--- config.mk ---
export PLATFORM = sky130hd
export DESIGN_NAME = fetch_sequencer
export DESIGN_NICKNAME = d
export VERILOG_FILES = /design/src/rtl/fetch_seq_pkg.sv /design/src/rtl/fetch_sequencer_operand_capture.sv /design/src/rtl/fetch_sequencer.sv
export SDC_FILE = /design/constraint.sdc
export NUM_CORES = 1
export LEC_CHECK = 0
export ABC_AREA = 1
export CAP_MARGIN = 20
export CORE_UTILIZATION = 30
export CTS_CLUSTER_DIAMETER = 50
export DETAILED_ROUTE_END_ITERATION = 7
export GPL_TIMING_DRIVEN = 0
export HOLD_SLACK_MARGIN = 0.05
export SLEW_MARGIN = 20
export SYNTH_ARGS = -nofsm -noshare
export SYNTH_HDL_FRONTEND = slang
export SYNTH_SLANG_ARGS = --single-unit
--- constraint.sdc ---
create_clock -name clk -period 1.7 [get_ports clk]
set_input_delay 0.425 -clock clk [delete_from_list [all_inputs] [get_ports clk]]
set_output_delay 0.425 -clock clk [all_outputs]
set_load 0.03 [all_outputs]
--- src/rtl/fetch_seq_pkg.sv ---
// Shared definitions for the fetch/issue sequencer: state encodings,
// opcode field width and the operand-length decoder.
package fetch_seq_pkg;

   // Sequencer state encodings (visible on Current_State)
   localparam logic [2:0] ST_RESET       = 3'b000;
   localparam logic [2:0] ST_FETCH       = 3'b001;
   localparam logic [2:0] ST_FETCH_OP    = 3'b010;
   localparam logic [2:0] ST_EXECUTE_MB  = 3'b011;
   localparam logic [2:0] ST_INTR_SAVE   = 3'b100;
   localparam logic [2:0] ST_INTR_VECTOR = 3'b101;

   // Opcode occupies the top OPC_W bits of an instruction byte
   localparam int OPC_W = 4;

   // Number of trailing operand bytes for an opcode; the two-byte mask wins
   // when both masks claim an opcode, and is disregarded for MAX_OPS < 2.
   function automatic logic [1:0] decode_len(input logic [OPC_W-1:0] opc,
                                             input logic [15:0]      len1_mask,
                                             input logic [15:0]      len2_mask,
                                             input int               max_ops);
      logic [1:0] len;
      len = 2'd0;
      if ((max_ops >= 2) && len2_mask[opc]) begin
         len = 2'd2;
      end else if (len1_mask[opc]) begin
         len = 2'd1;
      end
      return len;
   endfunction

endpackage

--- src/rtl/fetch_sequencer_operand_capture.sv ---
// Operand slot counter and immediate register file. A clear starts a new
// instruction (slot 0, immediate zeroed); a counter reset abandons the
// current instruction but leaves the captured bytes in place.
module fetch_sequencer_operand_capture #(
   parameter int DATA_W  = 8,
   parameter int MAX_OPS = 2
) (
   input  logic                      clk,
   input  logic                      rst_n,
   input  logic                      clear_i,
   input  logic                      cnt_rst_i,
   input  logic                      capture_i,
   input  logic [DATA_W-1:0]         data_i,
   output logic [1:0]                slot_o,
   output logic [MAX_OPS*DATA_W-1:0] imm_o
);

   logic [1:0]                cnt_q, cnt_d;
   logic [MAX_OPS*DATA_W-1:0] imm_q, imm_d;

   // Next-state: clear beats counter reset beats capture; otherwise hold
   always_comb begin
      cnt_d = cnt_q;
      imm_d = imm_q;
      if (clear_i) begin
         cnt_d = '0;
         imm_d = '0;
      end else if (cnt_rst_i) begin
         cnt_d = '0;
      end else if (capture_i) begin
         for (int i = 0; i < MAX_OPS; i++) begin
            if (cnt_q == 2'(i)) begin
               imm_d[i*DATA_W +: DATA_W] = data_i;
            end
         end
         cnt_d = cnt_q + 2'd1;
      end
   end

   // Slot counter and immediate storage registers
   always_ff @(posedge clk or negedge rst_n) begin
      if (!rst_n) begin
         cnt_q <= '0;
         imm_q <= '0;
      end else begin
         cnt_q <= cnt_d;
         imm_q <= imm_d;
      end
   end

   assign slot_o = cnt_q;
   assign imm_o  = imm_q;

endmodule

--- src/rtl/fetch_sequencer.sv ---
// Multi-byte fetch/issue sequencer. Steers PC/IR/EX write enables, gathers
// trailing operand bytes into imm_bus and enters interrupts only at
// instruction boundaries. Outputs are decoded from the registered state and
// then gated by flush/stall; inputs only ever reach the state via registers.
module fetch_sequencer
   import fetch_seq_pkg::*;
#(
   parameter int          DATA_W    = 8,
   parameter int          MAX_OPS   = 2,
   parameter logic [15:0] LEN1_MASK = 16'h1000,
   parameter logic [15:0] LEN2_MASK = 16'h2000
) (
   input  logic                      clk,
   input  logic                      rst_n,
   input  logic [DATA_W-1:0]         if_instruction,
   input  logic                      stall,
   input  logic                      flush,
   input  logic                      intr_req,
   output logic                      PC_Write,
   output logic                      IR_Write,
   output logic                      EX_Write,
   output logic                      PC_Src,
   output logic                      Stack_PC,
   output logic                      Fetch_Op,
   output logic [1:0]                op_idx,
   output logic [MAX_OPS*DATA_W-1:0] imm_bus,
   output logic                      imm_valid,
   output logic                      intr_ack,
   output logic [2:0]                Current_State
);

   logic [2:0] state_q, state_d;
   logic [1:0] len_q, len_d;
   logic [1:0] len_dec;
   logic [1:0] slot;
   logic       in_instr;
   logic       flush_eff;
   logic       stall_eff;
   logic       start;
   logic       capture;

   assign len_dec = decode_len(if_instruction[DATA_W-1 -: OPC_W],
                               LEN1_MASK, LEN2_MASK, MAX_OPS);

   // Flush only matters inside an instruction; interrupt entry is atomic.
   // Stall only holds the real states; RESET and unused codes always move on.
   assign in_instr  = (state_q == ST_FETCH) || (state_q == ST_FETCH_OP) ||
                      (state_q == ST_EXECUTE_MB);
   assign flush_eff = flush && in_instr;
   assign stall_eff = stall && !flush_eff &&
                      (in_instr || (state_q == ST_INTR_SAVE) ||
                       (state_q == ST_INTR_VECTOR));

   // Next-state logic with priority flush > stall > intr_req > normal flow
   always_comb begin
      state_d = state_q;
      len_d   = len_q;
      start   = 1'b0;
      capture = 1'b0;
      case (state_q)
         ST_RESET: state_d = ST_FETCH;
         ST_FETCH: begin
            if (flush_eff) begin
               state_d = ST_FETCH;
            end else if (!stall_eff) begin
               if (intr_req) begin
                  state_d = ST_INTR_SAVE;
               end else if (len_dec != 2'd0) begin
                  state_d = ST_FETCH_OP;
                  len_d   = len_dec;
                  start   = 1'b1;
               end
            end
         end
         ST_FETCH_OP: begin
            if (flush_eff) begin
               state_d = ST_FETCH;
            end else if (!stall_eff) begin
               capture = 1'b1;
               if (slot == (len_q - 2'd1)) begin
                  state_d = ST_EXECUTE_MB;
               end
            end
         end
         ST_EXECUTE_MB: begin
            if (flush_eff || !stall_eff) begin
               state_d = ST_FETCH;
            end
         end
         ST_INTR_SAVE: begin
            if (!stall_eff) begin
               state_d = ST_INTR_VECTOR;
            end
         end
         ST_INTR_VECTOR: begin
            if (!stall_eff) begin
               state_d = ST_FETCH;
            end
         end
         default: state_d = ST_FETCH;
      endcase
   end

   // State and instruction-length registers
   always_ff @(posedge clk or negedge rst_n) begin
      if (!rst_n) begin
         state_q <= ST_RESET;
         len_q   <= 2'd0;
      end else begin
         state_q <= state_d;
         len_q   <= len_d;
      end
   end

   fetch_sequencer_operand_capture #(
      .DATA_W (DATA_W),
      .MAX_OPS(MAX_OPS)
   ) u_capture (
      .clk      (clk),
      .rst_n    (rst_n),
      .clear_i  (start),
      .cnt_rst_i(flush_eff),
      .capture_i(capture),
      .data_i   (if_instruction),
      .slot_o   (slot),
      .imm_o    (imm_bus)
   );

   // Moore decode of the registered state, then flush/stall gating
   always_comb begin
      PC_Write  = 1'b0;
      IR_Write  = 1'b0;
      EX_Write  = 1'b0;
      PC_Src    = 1'b0;
      Stack_PC  = 1'b0;
      Fetch_Op  = 1'b0;
      op_idx    = 2'd0;
      imm_valid = 1'b0;
      intr_ack  = 1'b0;
      case (state_q)
         ST_FETCH: begin
            PC_Write = 1'b1;
            IR_Write = 1'b1;
            EX_Write = 1'b1;
         end
         ST_FETCH_OP: begin
            PC_Write = 1'b1;
            Fetch_Op = 1'b1;
            op_idx   = slot;
         end
         ST_EXECUTE_MB: begin
            PC_Write  = 1'b1;
            IR_Write  = 1'b1;
            EX_Write  = 1'b1;
            imm_valid = 1'b1;
         end
         ST_INTR_SAVE: Stack_PC = 1'b1;
         ST_INTR_VECTOR: begin
            PC_Src   = 1'b1;
            PC_Write = 1'b1;
            intr_ack = 1'b1;
         end
         default: ;
      endcase
      if (flush_eff) begin
         PC_Write  = 1'b1;
         IR_Write  = 1'b0;
         EX_Write  = 1'b0;
         Fetch_Op  = 1'b0;
         imm_valid = 1'b0;
      end else if (stall_eff) begin
         PC_Write = 1'b0;
         IR_Write = 1'b0;
         EX_Write = 1'b0;
         Stack_PC = 1'b0;
         PC_Src   = 1'b0;
         intr_ack = 1'b0;
      end
   end

   assign Current_State = state_q;

endmodule

==> impl_metrics.yaml <==
worst_setup_path:
  path_max_fanout: 8
  crit_chain: "buf_8 > nor2_4 > nand2_4 > nand3_4 > inv_4 > nor4_4 > buf_4 > buf_6"
  critPathKind: "register to output port"
  crit_start: "Current_State[2]"
  reg2regPathDepth: 11
  crit_end: "IR_Write"
  critPathArrivalTime_ps: 1670
  critPathLaunchType: "register"
  cp_top_family: "simple AND/OR/NAND/NOR gates"
  r2r-end: "u_capture.imm_o[0]"
  crit_required_ps: 1270
  reg2reg_from: "Current_State[2]"
  critPathMaxStageDelay_ps: 420
  worst-path-buf-inv: 4
  regToRegSetupSlack_ps: -100
  crit_slowest_cell: "dfrtp_2"
  endpoint_kind: "output port"
  crit_cells: 8
timing:
  tightest_slew_ps: 510
  min_period_ps: 2100
  rsz0062_at_grt: "true"
  fin_crit_sh: 1.23
  hold_ws_ps: 127
  hold_viol_final: 0
  relSlewSlack: 0.660
  setup_slack_ps: -397
  setup_violations: 26
  slew_violations: 0
  fin_skew_ps: 1.17
  fmax_ghz: 0.477
route:
  vias: 1216
  drc: 0
  vias_per_cell: 4.27
  wl_mm: 3.23
  ant_nets: 0
  drtPass1Iterations: 4
  drt_iter0_markers: 48
  detail_route.wl_per_cell_um: 11.3
final_layout:
  fin_area_um2: 2130
  final_common_cell: "nand2_1"
  diodes: 0
  num-nets-final: 249
  nFillCells: 424
  drive_gt1_frac: 0.339
  layout_common_cells: "nand2_1, dlygate4sd2_1, dfrtp_1"
  area_growth_pct: 57.2
clock_tree:
  cts_tree: "yes"
  insertion_delay_ps: 260
  cts_buffer_depth: 2
  cts_made_buffers: 3
  clockRootBuffer: "clkbuf_8"
  clock_sinks: 23
  clk_pin_slew_ps: 80
  htree_levels: 1
floorplan:
  core_area_um2: 4350
  rows: 24
  die_h_um: 69.2
  die_w_um: 69.2
  start_util: 0.311
  ios: 42
  die_area_um2: 4790
logic_synthesis:
  yosysSeqAreaShare: 0.425
  syn_area_per_cell_um2: 7.88
  synth-warning-count: 0
  syn_inst: 172
  syn_nets: 187
  synth_seq_cells: 23
  syn_area_um2: 1360
  synth_cell_type_count: 23
placed_design:
  postPlaceCellArea_um2: 1930
  gp_routability_congestion: 0.776
  numPortBuffers: 41
  hpwl_mm: 2.43
grt:
  grt_max_degree: 24
  track_usage: 0.139
  grt_pass1_wl_mm: 5.44
  antenna_found_initial: 0
  first_global_vias: 1219
  grt.overflow.total: 0
power:
  total_power_mw: 3.59
  p_per_area_nw_per_um2: 1690
  vdd_drop_max_mv: 0.902
  p_leak_nw: 1.12
status:
  failed_checks: "setup timing"
  outcome: "complete, but fails checks"
worst_hold_path:
  worstHoldPathType: "input pin to asynchronous set/reset pin"
job:
  maxCapViolCount: 0
-- how the worst min path moves through the flow --
stage	start	to
after floorplan	rst_n	Current_State[0]
after global placement	u_capture.imm_o[12]	u_capture.imm_o[12]
after detailed placement	u_capture.imm_o[12]	u_capture.imm_o[12]
after CTS	u_capture.imm_o[12]	u_capture.imm_o[12]
after global routing	rst_n	u_capture.imm_o[8]
final	rst_n	u_capture.imm_o[8]
-- cells by family (layout without fill, tap and decap cells) --
logic type,after synthesis,count (layout),synth area share
AOI/OAI and AO/OA,6,6,0.0388
adders and majority gates,2,2,0.0185
xor gates and xnor gates,2,2,0.0129
and+or+nand+nor,113,113,0.425
buffers and inverters,26,87,0.0803
DFF,23,23,0.425
-- sequential cells by signal (all words and copies together) (netlist names) --
name,flops
u_capture.slot_o,2
len_q,2
Current_State,3
u_capture.imm_o,16
-- per-layer routing --
layer	GRT usage	routed length, um	share of wire	vias up
met5	0	0	0	-
met4	0.0204	18	0.0056	0
met3	0.0276	89	0.028	2
met2	0.231	1530	0.47	17
met1	0.190	1590	0.49	548
li1	-	-	-	649
-- cell usage after synthesis --
library cell  count  share of area
nand2_1          64           0.18
dfrtp_1          23           0.42
inv_1            19          0.053
nor2_1           15          0.042
nand3_1           6          0.022
nand2_2           5          0.023
nand3_2           5          0.037
inv_2             4          0.011
nand4_1           4          0.018
a21oi_1           3          0.011
buf_4             3          0.017
nand2_4           3          0.025
nor2_2            3          0.014
ha_1              2          0.018
nand3_4           2          0.026
nor2_4            2          0.017
nor3_1            2         0.0074
o21ai_4           2          0.024
nor3_4            1          0.012
nor4_1            1         0.0046
o21ai_1           1         0.0037
xnor2_1           1         0.0065
xor2_1            1         0.0065
-- area by class of cell --
type                            count  area, um2  share of cell area
Buffer                              3       33.8              0.0159
Clock buffer                        4       45.0              0.0212
Inverter                           23       93.8              0.0441
Multi-Input combinational cell    123        803               0.377
Sequential cell                    23        579               0.272
Tap cell                           52       65.1              0.0306
Timing Repair Buffer               57        509               0.239
-- stage by stage --
step	setup slack [ps]	utilization	setup TNS [ps]	cells
after detailed placement	-1210	0.444	-16950	265
after floorplan	-473	-	-1080	172
after global placement	-1210	0.444	-16820	265
after CTS	-400	0.478	-2610	283
after global routing	-462	0.489	-5750	285
final	-397	0.489	-3620	285
-- report_power, final --
part	leakage (nW)	internal, mW	switching (mW)
registers	0.287	0.797	0.173
logic	0.810	0.871	1.42
clock network	0.0228	0.167	0.162
total	1.12	1.83	1.76
-- repair_timing --
action / 4_1_cts / 5_1_grt
pin swaps: 6 / 16
setup buffers: 14 / 2
resized for setup: 92 / 11
cloned: 0 / 0
hold buffers: 0 / 0
setup endpoints to repair: 51 / 31
Power figures use the tool's default switching activity.
